### src/rtl/seq_pattern_detector.sv
// rtl/seq_pattern_detector.sv - programmable serial bit-pattern detector with match counter
// Sliding-window compare against a latched pattern of runtime length; one-cycle registered match pulse.
module seq_pattern_detector #(
   parameter int PAT_W = 8,
   parameter int LEN_W = 4,
   parameter int CNT_W = 8
) (
   input  logic             clk,
   input  logic             res,
   input  logic             din,
   input  logic             en,
   input  logic             cfg_load,
   input  logic [PAT_W-1:0] pat,
   input  logic [LEN_W-1:0] pat_len,
   input  logic             overlap,
   input  logic             cnt_clr,
   output logic             dout,
   output logic [CNT_W-1:0] match_cnt,
   output logic             armed
);

   localparam logic [LEN_W-1:0] LEN_MAX = LEN_W'(PAT_W);
   localparam logic [LEN_W-1:0] LEN_ONE = LEN_W'(1);
   localparam logic [CNT_W-1:0] CNT_MAX = '1;
   localparam logic [CNT_W-1:0] CNT_ONE = CNT_W'(1);

   logic [PAT_W-1:0] r_hist;
   logic [LEN_W-1:0] r_fill;
   logic [PAT_W-1:0] r_cfg_pat;
   logic [LEN_W-1:0] r_cfg_len;
   logic             r_cfg_ovl;
   logic             r_armed;
   logic             r_dout;
   logic [CNT_W-1:0] r_cnt;

   logic [PAT_W-1:0] w_next_hist;
   logic [PAT_W-1:0] w_mask;
   logic [LEN_W:0]   w_fill_inc;
   logic [LEN_W-1:0] w_fill_next;
   logic [LEN_W-1:0] w_len_clamp;
   logic             w_hit;

   assign w_next_hist = {r_hist[PAT_W-2:0], din};
   assign w_fill_inc  = {1'b0, r_fill} + {{LEN_W{1'b0}}, 1'b1};
   assign w_fill_next = (r_fill == LEN_MAX) ? r_fill : r_fill + LEN_ONE;
   assign w_len_clamp = (pat_len > LEN_MAX) ? LEN_MAX : pat_len;

   // Only the low cfg_len bits of the window take part in the compare.
   always_comb begin
      w_mask = '0;
      for (int i = 0; i < PAT_W; i++) begin
         w_mask[i] = (i < int'(r_cfg_len));
      end
   end

   assign w_hit = en && !cfg_load && r_armed
                  && (w_fill_inc >= {1'b0, r_cfg_len})
                  && (((w_next_hist ^ r_cfg_pat) & w_mask) == '0);

   always_ff @(posedge clk or posedge res) begin
      if (res) begin
         r_hist    <= '0;
         r_fill    <= '0;
         r_cfg_pat <= '0;
         r_cfg_len <= '0;
         r_cfg_ovl <= 1'b0;
         r_armed   <= 1'b0;
         r_dout    <= 1'b0;
      end else if (cfg_load) begin
         r_cfg_pat <= pat;
         r_cfg_len <= w_len_clamp;
         r_cfg_ovl <= overlap;
         r_armed   <= (pat_len != '0);
         r_hist    <= '0;
         r_fill    <= '0;
         r_dout    <= 1'b0;
      end else if (en) begin
         r_dout <= w_hit;
         if (w_hit && !r_cfg_ovl) begin
            r_hist <= '0;
            r_fill <= '0;
         end else begin
            r_hist <= w_next_hist;
            r_fill <= w_fill_next;
         end
      end else begin
         r_dout <= 1'b0;
      end
   end

   // Clear beats a coincident hit; the count saturates rather than wraps.
   always_ff @(posedge clk or posedge res) begin
      if (res) begin
         r_cnt <= '0;
      end else if (cnt_clr) begin
         r_cnt <= '0;
      end else if (w_hit && (r_cnt != CNT_MAX)) begin
         r_cnt <= r_cnt + CNT_ONE;
      end
   end

   assign dout      = r_dout;
   assign match_cnt = r_cnt;
   assign armed     = r_armed;

endmodule
### config.mk
export PLATFORM = sky130hd
export DESIGN_NAME = seq_pattern_detector
export DESIGN_NICKNAME = d
export VERILOG_FILES = /design/src/rtl/seq_pattern_detector.sv
export SDC_FILE = /design/constraint.sdc
export NUM_CORES = 1
export LEC_CHECK = 0
export ABC_CLOCK_PERIOD_IN_PS = 5700
export BUFFER_PORTS_ARGS = -buffer_cell sky130_fd_sc_hd__buf_2
export CAP_MARGIN = 25
export CORE_MARGIN = 4
export CORE_UTILIZATION = 50
export CTS_BUF_LIST = sky130_fd_sc_hd__clkbuf_8
export CTS_CLUSTER_SIZE = 8
export DETAILED_ROUTE_END_ITERATION = 12
export PLACE_DENSITY_LB_ADDON = 0.12
export SYNTH_ARGS = -nofsm -noshare
export SYNTH_HDL_FRONTEND = slang
export SYNTH_SLANG_ARGS = --single-unit
export TNS_END_PERCENT = 10
### constraint.sdc
create_clock -name clk -period 5.7 [get_ports clk]
set_clock_uncertainty 0.1 [all_clocks]
set_input_delay 0.855 -clock clk [delete_from_list [all_inputs] [get_ports clk]]
set_output_delay 0.855 -clock clk [all_outputs]
set_load 0.005 [all_outputs]
==> impl_metrics.py <==
metrics = {
    "synth": {
        "synth.distinct_cells": 39,
        "ys_ff_latch": 34,
        "yosys_warnings": 0,
        "synth_edf_count": 0,
        "synth_nets": 192,
        "avgSynthCellArea_um2": 10.6,
        "seq_area_frac_synth_pct": 48.3,
        "synth_flop_cell": "dfrtp_1",
        "syn_inst": 166,
        "async_flop_share_pct": 100,
        "syn_area_um2": 1760,
    },
    "worst_setup_path": {
        "required_ns": 5.77,
        "slowest_stage": "or3_4",
        "reg2reg_to": "r_fill[2]",
        "worstPathCellList": "buf_2 > inv_1 > o2111ai_1 > or3_1 > or3_4 > inv_2 > a21oi_2 > a221o_1",
        "critPathMaxStageDelay_ns": 0.42,
        "path_max_fanout": 23,
        "cp-end-kind": "flip-flop",
        "r2r_slack_ns": 2.99,
        "arrival_ns": 2.82,
        "r2r_cells": 9,
        "cp_top_family": "simple AND/OR/NAND/NOR gates",
        "crit_type": "primary input to flip-flop",
        "cp.buffers_inverters": 3,
        "crit-reg2reg-launch": "r_fill[0]",
        "cp-start-kind": "primary input",
    },
    "sta": {
        "rsz0062_at_grt": "false",
        "worstMarginPinSlew_ns": 0.575,
        "relSlewSlack_pct": 61.5,
        "final.period_utilization_pct": 48.3,
        "finalCriticalPeriod_ns": 2.75,
        "final-hold-violation-count": 0,
        "setup_tns_ns": 0,
        "setup_viol": 0,
        "final_max_slew_viol_count": 0,
        "max_freq_mhz": 363,
    },
    "placed_design": {
        "dp.cells": 236,
        "port_buffers": 28,
        "dpl.hpwl_mm": 2.71,
        "globalplace.congestion": 0.818,
    },
    "detailed_routing": {
        "dr.pass1.iters": 4,
        "drc_errors": 0,
        "vias_per_cell": 5.66,
        "wl_per_cell_um": 15.0,
        "drt_iter0_markers": 67,
        "vias": 1382,
        "totalWireLength_mm": 3.66,
        "ant_nets": 0,
    },
    "finish": {
        "antenna_cells": 0,
        "syn2layout_area_growth_pct": 16.3,
        "fin_nets": 223,
        "final_cell_count_no_fill": 244,
        "layout-drive-gt1-share_pct": 25.8,
    },
    "clock_network": {
        "postCtsHoldBufs": 0,
        "cts_root_buffer": "clkbuf_8",
        "cts_max_level": 2,
        "cts.sinks": 34,
        "clk_pin_slew_ns": 0.07,
        "cts_setup_buffers": 0,
        "clk_path_buf_depth": 2,
        "cts_tree": "built",
        "cts_buffers": 5,
        "clk_latency_ns": 0.28,
        "cts_resized": 0,
    },
    "min_path": {
        "hold_path.startpoint": "r_cfg_pat[1]",
        "worstHoldEndpoint": "r_cfg_pat[1]",
        "hp-class": "flip-flop to flip-flop",
        "min_path_cells": 1,
    },
    "flow_run": {
        "drv_cap": 0,
    },
    "power": {
        "leakagePower_uw": 0.000935,
        "vdd_drop_max_mv": 0.157,
        "power_density_nw_per_um2": 264,
    },
    "floorplanning": {
        "coreArea_um2": 3360,
        "core.rowCount": 21,
        "dieArea_um2": 4530,
        "die_h_um": 67.3,
        "die_w_um": 67.3,
        "io_pins": 29,
        "start_util_pct": 52.3,
    },
    "grt": {
        "antenna_found_initial": 0,
        "grt_usage_pct": 18.4,
        "grt_max_degree": 35,
        "grt_pass1_vias": 1392,
        "grt_pass1_wl_mm": 6.31,
        "grt_overflow_total": 0,
    },
    "status": {
        "status": "finished, final reports clean",
    },
}
-- cell usage after synthesis, types with 2 or more instances --
master,count,share of area (%)
xor2_1,4,2.0
dfrtp_1,34,48
a22o_1,8,4.0
nand2b_1,3,1.1
inv_1,11,2.3
a31oi_1,3,1.1
ha_1,7,5.0
nand3_1,5,1.4
clkbuf_1,3,0.64
nor4_1,2,0.71
nand2_1,9,1.9
nand3b_1,2,0.85
nor2_1,5,1.1
nor2b_1,3,1.1
mux2_2,9,5.8
or3_1,5,1.8
o22ai_1,3,1.1
o21ai_0,12,3.4
a21oi_1,8,2.3
o31ai_1,3,1.3
xnor2_1,6,3.0
a211oi_1,4,1.7
-- per-layer routing --
metal / global-route usage [%] / vias up / wire length (µm) / share of wire (%)
met5: 0 / - / 0 / 0
met3: 3.16 / 5 / 182 / 5.0
met4: 6.84 / 0 / 22 / 0.60
met1: 23.0 / 670 / 1630 / 44
met2: 31.7 / 43 / 1830 / 50
li1: - / 664 / - / -
-- worst max-delay path by stage --
| stage | startpoint | end | slack, ns | depth (start not counted) |
|---|---|---|---|---|
| after floorplan | en | match_cnt[3] | 2.89 | 7 |
| after global routing | cfg_load | r_fill[2] | 2.81 | 8 |
| after CTS | cfg_load | r_fill[2] | 2.95 | 8 |
| after global placement | cfg_load | r_fill[2] | 2.75 | 8 |
| final | cfg_load | r_fill[2] | 2.95 | 8 |
| after detailed placement | cfg_load | r_fill[2] | 2.65 | 8 |
-- cell families after synthesis --
logic type | after synthesis | share of synthesized area (%)
AO/OA/AOI/OAI | 49 | 18.8
XOR/XNOR | 10 | 4.97
adder cells (fa/ha/maj) | 7 | 4.97
buffers and inverters | 17 | 4.05
flip-flops | 34 | 48.3
multiplexers | 9 | 5.76
AND/OR/NAND/NOR | 40 | 13.1
-- where the power goes --
group	switching, µW	internal, µW
clock	90.1	129
combinational	30.7	27.3
sequential	10.9	252
total	132	408
-- sequential cells by signal, summed over array words and instances (netlist names) --
| name | cells |
|---|---|
| r_cfg_ovl | 1 |
| r_hist | 7 |
| r_fill | 4 |
| match_cnt | 8 |
| armed | 1 |
| r_cfg_pat | 8 |
| r_cfg_len | 4 |
| dout | 1 |
-- stage by stage --
| step | hold WS (ns) | setup WS, ns | total power (µW) | utilization (%) | cell area (µm²) |
|---|---|---|---|---|---|
| after global placement | 0.411 | 2.75 | 324 | 57.7 | 1940 |
| after floorplan | 0.387 | 2.89 | 307 | - | 1760 |
| after CTS | 0.435 | 2.95 | 544 | 60.9 | 2050 |
| after global routing | 0.453 | 2.81 | 565 | 60.9 | 2050 |
| final | 0.430 | 2.95 | 540 | 60.9 | 2050 |
| after detailed placement | 0.419 | 2.65 | 327 | 57.7 | 1940 |
-- cells in the final DEF (no fill, tap or decap), drive strengths merged, types with 2 or more instances in the layout --
cell     n
a211oi   4
a21oi    9
a22o     8
a31oi    3
buf     29
clkbuf   5
clkinv   2
dfrtp   34
ha       7
inv     12
mux2     9
nand2    9
nand2b   3
nand3    5
nand3b   2
nor2     5
nor2b    3
nor4     3
o21ai   12
o22ai    3
o31ai    3
or3      6
xnor2    6
xor2     4
-- final cells by class --
class,instances,area [µm²]
Fill cell,313,1320
Sequential cell,34,851
Multi-Input combinational cell,115,838
Timing Repair Buffer,29,148
Clock buffer,5,68.8
Tap cell,46,57.6
Inverter,12,45.0
Clock inverter,3,40.0
(Power assumes the default switching activity.)
